File: config.mk
export PLATFORM = sky130hd
export DESIGN_NAME = multicycle_core
export DESIGN_NICKNAME = d
export VERILOG_FILES = /design/src/rtl/multicycle_core.sv
export SDC_FILE = /design/constraint.sdc
export NUM_CORES = 2
export LEC_CHECK = 0
export BUFFER_PORTS_ARGS = -buffer_cell sky130_fd_sc_hd__buf_2
export CAP_MARGIN = 30
export CORE_AREA = 2 2 393 395
export DETAILED_ROUTE_END_ITERATION = 12
export DIE_AREA = 0 0 395 397
export PLACE_DENSITY = 0.65
export SLEW_MARGIN = 0
export SYNTH_ARGS = -nofsm -noshare
export SYNTH_HDL_FRONTEND = slang
export SYNTH_SLANG_ARGS = --single-unit
File: constraint.sdc
create_clock -name clk -period 5.1 [get_ports clk]
set_input_delay 0.255 -clock clk [delete_from_list [all_inputs] [get_ports clk]]
set_output_delay 0.255 -clock clk [all_outputs]
set_load 0.01 [all_outputs]
File: src/rtl/multicycle_core.sv
// multicycle_core
//    Multi-cycle MIPS-subset core. Each instruction walks a control FSM
//    (FETCH, DECODE, EXEC, MEM, WB) over 2 to 5 states. Instruction fetch
//    and load/store share a single request/ready memory port, so any number
//    of wait states is tolerated. An unsupported opcode, an unsupported
//    R-type funct or a misaligned load/store parks the core in HALT, which
//    only reset can leave.
//
// Ports
//    clk        rising-edge clock
//    reset      synchronous, active-low reset
//    mem_req    memory transaction request
//    mem_we     1 = write, 0 = read (valid with mem_req)
//    mem_addr   word-aligned byte address
//    mem_wdata  store data
//    mem_rdata  read data, consumed when mem_req && mem_ready
//    mem_ready  completes the current transaction
//    pc_out     current PC
//    instr_out  instruction register
//    alu_out    ALU result register
//    retire     one-cycle pulse in the last cycle of each instruction
//    halted     core stopped on an illegal or misaligned instruction
module multicycle_core #(
   parameter int              XLEN     = 32,
   parameter int              NREGS    = 32,
   parameter logic [XLEN-1:0] RESET_PC = '0
) (
   input  logic            clk,
   input  logic            reset,
   output logic            mem_req,
   output logic            mem_we,
   output logic [XLEN-1:0] mem_addr,
   output logic [XLEN-1:0] mem_wdata,
   input  logic [XLEN-1:0] mem_rdata,
   input  logic            mem_ready,
   output logic [XLEN-1:0] pc_out,
   output logic [31:0]     instr_out,
   output logic [XLEN-1:0] alu_out,
   output logic            retire,
   output logic            halted
);

   localparam int RW = (NREGS > 1) ? $clog2(NREGS) : 1;

   localparam logic [2:0] ST_FETCH  = 3'd0;
   localparam logic [2:0] ST_DECODE = 3'd1;
   localparam logic [2:0] ST_EXEC   = 3'd2;
   localparam logic [2:0] ST_MEM    = 3'd3;
   localparam logic [2:0] ST_WB     = 3'd4;
   localparam logic [2:0] ST_HALT   = 3'd5;

   localparam logic [5:0] OP_RTYPE = 6'h00;
   localparam logic [5:0] OP_J     = 6'h02;
   localparam logic [5:0] OP_BEQ   = 6'h04;
   localparam logic [5:0] OP_ADDI  = 6'h08;
   localparam logic [5:0] OP_LW    = 6'h23;
   localparam logic [5:0] OP_SW    = 6'h2B;

   localparam logic [5:0] FN_ADD = 6'h20;
   localparam logic [5:0] FN_SUB = 6'h22;
   localparam logic [5:0] FN_AND = 6'h24;
   localparam logic [5:0] FN_OR  = 6'h25;
   localparam logic [5:0] FN_SLT = 6'h2A;

   logic [2:0]      state_reg, state_next;
   logic [XLEN-1:0] pc_reg, pc_next;
   logic [31:0]     ir_reg, ir_next;
   logic [XLEN-1:0] alu_reg, alu_next;
   logic [XLEN-1:0] a_reg, a_next;
   logic [XLEN-1:0] b_reg, b_next;
   logic [XLEN-1:0] imm_reg, imm_next;
   logic [XLEN-1:0] mdr_reg, mdr_next;
   logic [XLEN-1:0] regs_reg [NREGS];

   logic [5:0]      opcode, funct;
   logic [RW-1:0]   rs_idx, rt_idx, rd_idx;
   logic [XLEN-1:0] imm_ext, sum_ai;
   logic            retire_int, wb_en;
   logic [RW-1:0]   wb_idx;
   logic [XLEN-1:0] wb_data;

   // Register fields are truncated, so indices wrap modulo NREGS.
   assign opcode  = ir_reg[31:26];
   assign funct   = ir_reg[5:0];
   assign rs_idx  = ir_reg[21 +: RW];
   assign rt_idx  = ir_reg[16 +: RW];
   assign rd_idx  = ir_reg[11 +: RW];
   assign imm_ext = {{(XLEN-16){ir_reg[15]}}, ir_reg[15:0]};
   assign sum_ai  = a_reg + imm_reg;

   always_comb begin
      state_next = state_reg;
      pc_next    = pc_reg;
      ir_next    = ir_reg;
      alu_next   = alu_reg;
      a_next     = a_reg;
      b_next     = b_reg;
      imm_next   = imm_reg;
      mdr_next   = mdr_reg;
      retire_int = 1'b0;
      wb_en      = 1'b0;
      wb_idx     = rt_idx;
      wb_data    = alu_reg;
      case (state_reg)
         ST_FETCH: begin
            if (mem_ready) begin
               ir_next    = mem_rdata[31:0];
               pc_next    = pc_reg + XLEN'(4);
               state_next = ST_DECODE;
            end
         end
         ST_DECODE: begin
            a_next   = regs_reg[rs_idx];
            b_next   = regs_reg[rt_idx];
            imm_next = imm_ext;
            case (opcode)
               OP_J: begin
                  // pc_reg already holds PC+4, so the region bits come from it.
                  pc_next    = {pc_reg[XLEN-1:28], ir_reg[25:0], 2'b00};
                  retire_int = 1'b1;
                  state_next = ST_FETCH;
               end
               OP_RTYPE, OP_ADDI, OP_BEQ, OP_LW, OP_SW: state_next = ST_EXEC;
               default: state_next = ST_HALT;
            endcase
         end
         ST_EXEC: begin
            case (opcode)
               OP_RTYPE: begin
                  state_next = ST_WB;
                  case (funct)
                     FN_ADD:  alu_next = a_reg + b_reg;
                     FN_SUB:  alu_next = a_reg - b_reg;
                     FN_AND:  alu_next = a_reg & b_reg;
                     FN_OR:   alu_next = a_reg | b_reg;
                     FN_SLT:  alu_next = {{(XLEN-1){1'b0}}, ($signed(a_reg) < $signed(b_reg))};
                     default: state_next = ST_HALT;
                  endcase
               end
               OP_ADDI: begin
                  alu_next   = sum_ai;
                  state_next = ST_WB;
               end
               OP_LW, OP_SW: begin
                  alu_next   = sum_ai;
                  state_next = (sum_ai[1:0] != 2'b00) ? ST_HALT : ST_MEM;
               end
               OP_BEQ: begin
                  if (a_reg == b_reg) begin
                     pc_next = pc_reg + (imm_reg << 2);
                  end
                  retire_int = 1'b1;
                  state_next = ST_FETCH;
               end
               default: state_next = ST_HALT;
            endcase
         end
         ST_MEM: begin
            if (mem_ready) begin
               if (opcode == OP_SW) begin
                  retire_int = 1'b1;
                  state_next = ST_FETCH;
               end else begin
                  mdr_next   = mem_rdata;
                  state_next = ST_WB;
               end
            end
         end
         ST_WB: begin
            wb_en      = 1'b1;
            retire_int = 1'b1;
            state_next = ST_FETCH;
            if (opcode == OP_RTYPE) begin
               wb_idx = rd_idx;
            end
            if (opcode == OP_LW) begin
               wb_data = mdr_reg;
            end
         end
         default: ;  // HALT holds every register
      endcase
   end

   always_ff @(posedge clk) begin
      if (!reset) begin
         state_reg <= ST_FETCH;
         pc_reg    <= RESET_PC;
         ir_reg    <= '0;
         alu_reg   <= '0;
         a_reg     <= '0;
         b_reg     <= '0;
         imm_reg   <= '0;
         mdr_reg   <= '0;
      end else begin
         state_reg <= state_next;
         pc_reg    <= pc_next;
         ir_reg    <= ir_next;
         alu_reg   <= alu_next;
         a_reg     <= a_next;
         b_reg     <= b_next;
         imm_reg   <= imm_next;
         mdr_reg   <= mdr_next;
      end
   end

   // Entry 0 is cleared by reset and never written, so it always reads 0.
   // Write-back lands at the end of WB, at least one FETCH cycle before the
   // next DECODE reads the file, so no bypass path is needed.
   always_ff @(posedge clk) begin
      if (!reset) begin
         for (int i = 0; i < NREGS; i++) begin
            regs_reg[i] <= '0;
         end
      end else if (wb_en && (wb_idx != '0)) begin
         regs_reg[wb_idx] <= wb_data;
      end
   end

   // Outputs are gated while reset is held so nothing leaks before the edge.
   assign mem_req   = reset && ((state_reg == ST_FETCH) || (state_reg == ST_MEM));
   assign mem_we    = reset && (state_reg == ST_MEM) && (opcode == OP_SW);
   assign mem_addr  = (state_reg == ST_FETCH) ? pc_reg : alu_reg;
   assign mem_wdata = b_reg;
   assign retire    = reset && retire_int;
   assign halted    = reset && (state_reg == ST_HALT);
   assign pc_out    = pc_reg;
   assign instr_out = ir_reg;
   assign alu_out   = alu_reg;

endmodule

==> flow_metrics.tcl <==
set metrics [dict create \
    grt_max_degree 117 \
    io_pins 199 \
    p_switching_mw 9.14 \
    finalClockSkew_ps 29.7 \
    num_rows 144 \
    finalCritPeriodShare 0.824 \
    place_hpwl_um 162000 \
    max_freq_mhz 238 \
    critPathBufInv 0 \
    async_reset_ff_frac 0 \
    crit_family "compound AO/OA/AOI/OAI gates" \
    numCtsBuffers 134 \
    power_frac_clock 0.340 \
    drtAntennaViolNets 0 \
    final_layout_size_suffix_gt1_frac 0.250 \
    seq_area_frac_synth 0.513 \
    ys_ff_latch 1233 \
    antenna_found_initial 24 \
    drc_errors 0 \
    die_h_um 397 \
    seq_power_share 0.416 \
    grt_pass1_vias 48800 \
    crit_fanout 11 \
    largest_reg_flops 1024 \
    port_buffers 196 \
    totalWireLength_um 246000 \
    hp-class "in2reg" \
    synth_edf_count 1024 \
    p_int_mw 19.8 \
    die_w_um 395 \
    post-place-ws_ps 897 \
    cts_resized 0 \
    cts_root_buffer "clkbuf_16" \
    setup_viol 0 \
    cp-end-kind "register" \
    firstDrtPassIters 7 \
    die-area_um2 157000 \
    hold_depth 4 \
    area_growth_pct 13.9 \
    h-tree-depth 4 \
    rr_worst_depth 14 \
    netlist.area_leader.share 0.452 \
    min_to "instr_out[7]" \
    avgSynthCellArea_um2 12.6 \
    crit_slowest_cell "o311ai_0" \
    nNetsFinal 5744 \
    hold_viol_final 0 \
    avgRoutedWirePerCell_um 32.0 \
    status "finished, final reports clean" \
    crit_type "reg2reg" \
    maxCapViolations 0 \
    clock_sinks 1233 \
    p_comb_frac 0.244 \
    peakVddDrop_mv 0.383 \
    maxSlewViolCount 0 \
    setup_ws_ps 899 \
    vias 50600 \
    tns_ps 0 \
    yosysTopAreaCell "edfxtp_1" \
    worstReg2RegStart "state_reg[0]" \
    synth_area_leaders "edfxtp_1 (45%), mux4_2 (21%), nor2_1 (6.6%), dfxtp_1 (6.1%), ha_1 (2.9%)" \
    fill_cells 12900 \
    gp_congestion 0.999 \
    post_cts_buffers 0 \
    hold_start "mem_ready" \
    fin_area_um2 77500 \
    placed_cell_area_um2 72900 \
    clockBufferDepth 3 \
    r2r_setup_slack_ps 900 \
    synth.distinct_cells 86 \
    worstPathRequired_ps 5790 \
    leakage_nw 26.0 \
    clk_pin_slew_ps 60 \
    relSlewSlack 0.291 \
    netlist_area_um2 68100 \
    ys.flop_type "edfxtp_1" \
    final.min_clock_period_ps 4200 \
    netlist_instances 5426 \
    grt_pass1_wl_um 351000 \
    rsz0062_at_grt "no" \
    design.core.area_um2 153000 \
    cp.arrival_ps 4890 \
    clk_latency_ps 780 \
    worst_pin_slew_ps 1060 \
    powerDensity_nw_per_um2 373 \
    crit_chain "nor2_1 -> and2_1 -> nand2b_1 -> ha_1 -> fa_1 -> a21oi_1 -> nor2_1 -> o311ai_0 -> a21oi_1 -> a2111o_1 -> a31oi_1 -> xnor2_1 -> nand2_1 -> a31oi_1" \
    synth-warning-count 0 \
    cp-start-kind "register" \
    hold_buffers 32 \
    tritoncts "done" \
    drtIter0Drc 7410 \
    track_usage 0.311 \
    r2r-end "pc_out[16]" \
    avgViaCountPerCell 6.58 \
    switching_share 0.316 \
    gr-total-overflow 0 \
    start_util 0.445 \
    cp_slowest_stage_delay_ps 700 \
]
per-stage QoR:
stage	std cells	power, mW	utilization	hold WS [ps]
finish	7702	28.9	0.507	65.2
global route	7700	29.8	0.507	59.3
CTS	7695	28.8	0.507	23.7
detailed placement	7422	19.1	0.476	479
global placement	7401	19.0	0.474	464
floorplan	5459	16.4	-	391
cells in the mapped netlist (42+ instances only):
cell type,instances
dfxtp_1,209
buf_1,52
mux2i_1,111
a21oi_1,237
nor2_1,1198
inv_1,130
o21ai_0,123
edfxtp_1,1024
clkbuf_1,415
nand3_1,51
nand2_1,368
nor3_1,47
o211ai_1,42
ha_1,156
mux4_2,640
a211oi_1,92
layout by cell type, fill, tap and decap left out, types with 62 or more instances in the layout:
| master | count |
|---|---|
| a211oi_1 | 92 |
| nand2_2 | 62 |
| inv_1 | 129 |
| ha_1 | 156 |
| buf_2 | 195 |
| o21ai_0 | 122 |
| clkbuf_16 | 135 |
| mux2i_1 | 79 |
| buf_4 | 155 |
| nor2_1 | 1197 |
| edfxtp_1 | 1024 |
| a21oi_1 | 235 |
| mux4_2 | 640 |
| nand2_1 | 306 |
| dfxtp_1 | 198 |
power groups by stage:
stage,combinational (mW),clock (mW),sequential [mW]
6_report,7.05,9.84,12.0
5_1_grt,7.45,10.3,12.1
4_1_cts,6.90,9.88,12.0
3_5_place_dp,6.86,0,12.2
3_3_place_gp,6.80,0,12.2
2_1_floorplan,4.50,0,11.9
cell type report:
| type | instances | area (um2) | share of cell area |
|---|---|---|---|
| clock buffers | 162 | 3510 | 0.0453 |
| repair buffers | 446 | 3760 | 0.0485 |
| well taps | 2044 | 2560 | 0.0330 |
| flip-flops and latches | 1233 | 35000 | 0.451 |
| diodes | 4 | 10.0 | 0.000129 |
| multi-input cells | 3604 | 31400 | 0.406 |
| clock inverters | 79 | 800 | 0.0103 |
| inverters | 130 | 495 | 0.00639 |
metal layers:
metal,part of all wire,global-route usage,vias up
li1,-,-,20800
met1,0.36,0.412,25500
met2,0.45,0.480,3659
met3,0.13,0.0855,684
met4,0.051,0.140,28
met5,0.00083,0,-
kinds of logic after synthesis:
logic type / share of synthesized area
multiplexers: 0.233
AO/OA/AOI/OAI: 0.0723
adder cells (fa/ha/maj): 0.0298
XOR/XNOR: 0.00617
buffers and inverters: 0.0358
flip-flops: 0.513
AND/OR/NAND/NOR: 0.109
other: 0.0000551
worst max path at each step:
stage	start	slack (ps)	cells after the start	end
2_1_floorplan	state_reg[2]	1500	14	pc_out[30]
5_1_grt	state_reg[0]	510	14	pc_out[16]
6_report	state_reg[0]	900	14	pc_out[16]
4_1_cts	state_reg[0]	880	13	pc_out[30]
3_3_place_gp	state_reg[0]	890	13	pc_out[30]
3_5_place_dp	state_reg[0]	900	13	pc_out[30]
worst register-to-register path: stages (launching register included):
cell      delay (ps)
dfxtp_1          420
nor2_1           350
and2_1           250
nand2b_1          80
ha_1             210
fa_1             440
a21oi_1          210
nor2_1            90
o311ai_0         700
a21oi_1          310
a2111o_1         460
a31oi_1          220
xnor2_1          150
nand2_1           80
a31oi_1          180
No activity file was read; power rests on OpenSTA's default activity.
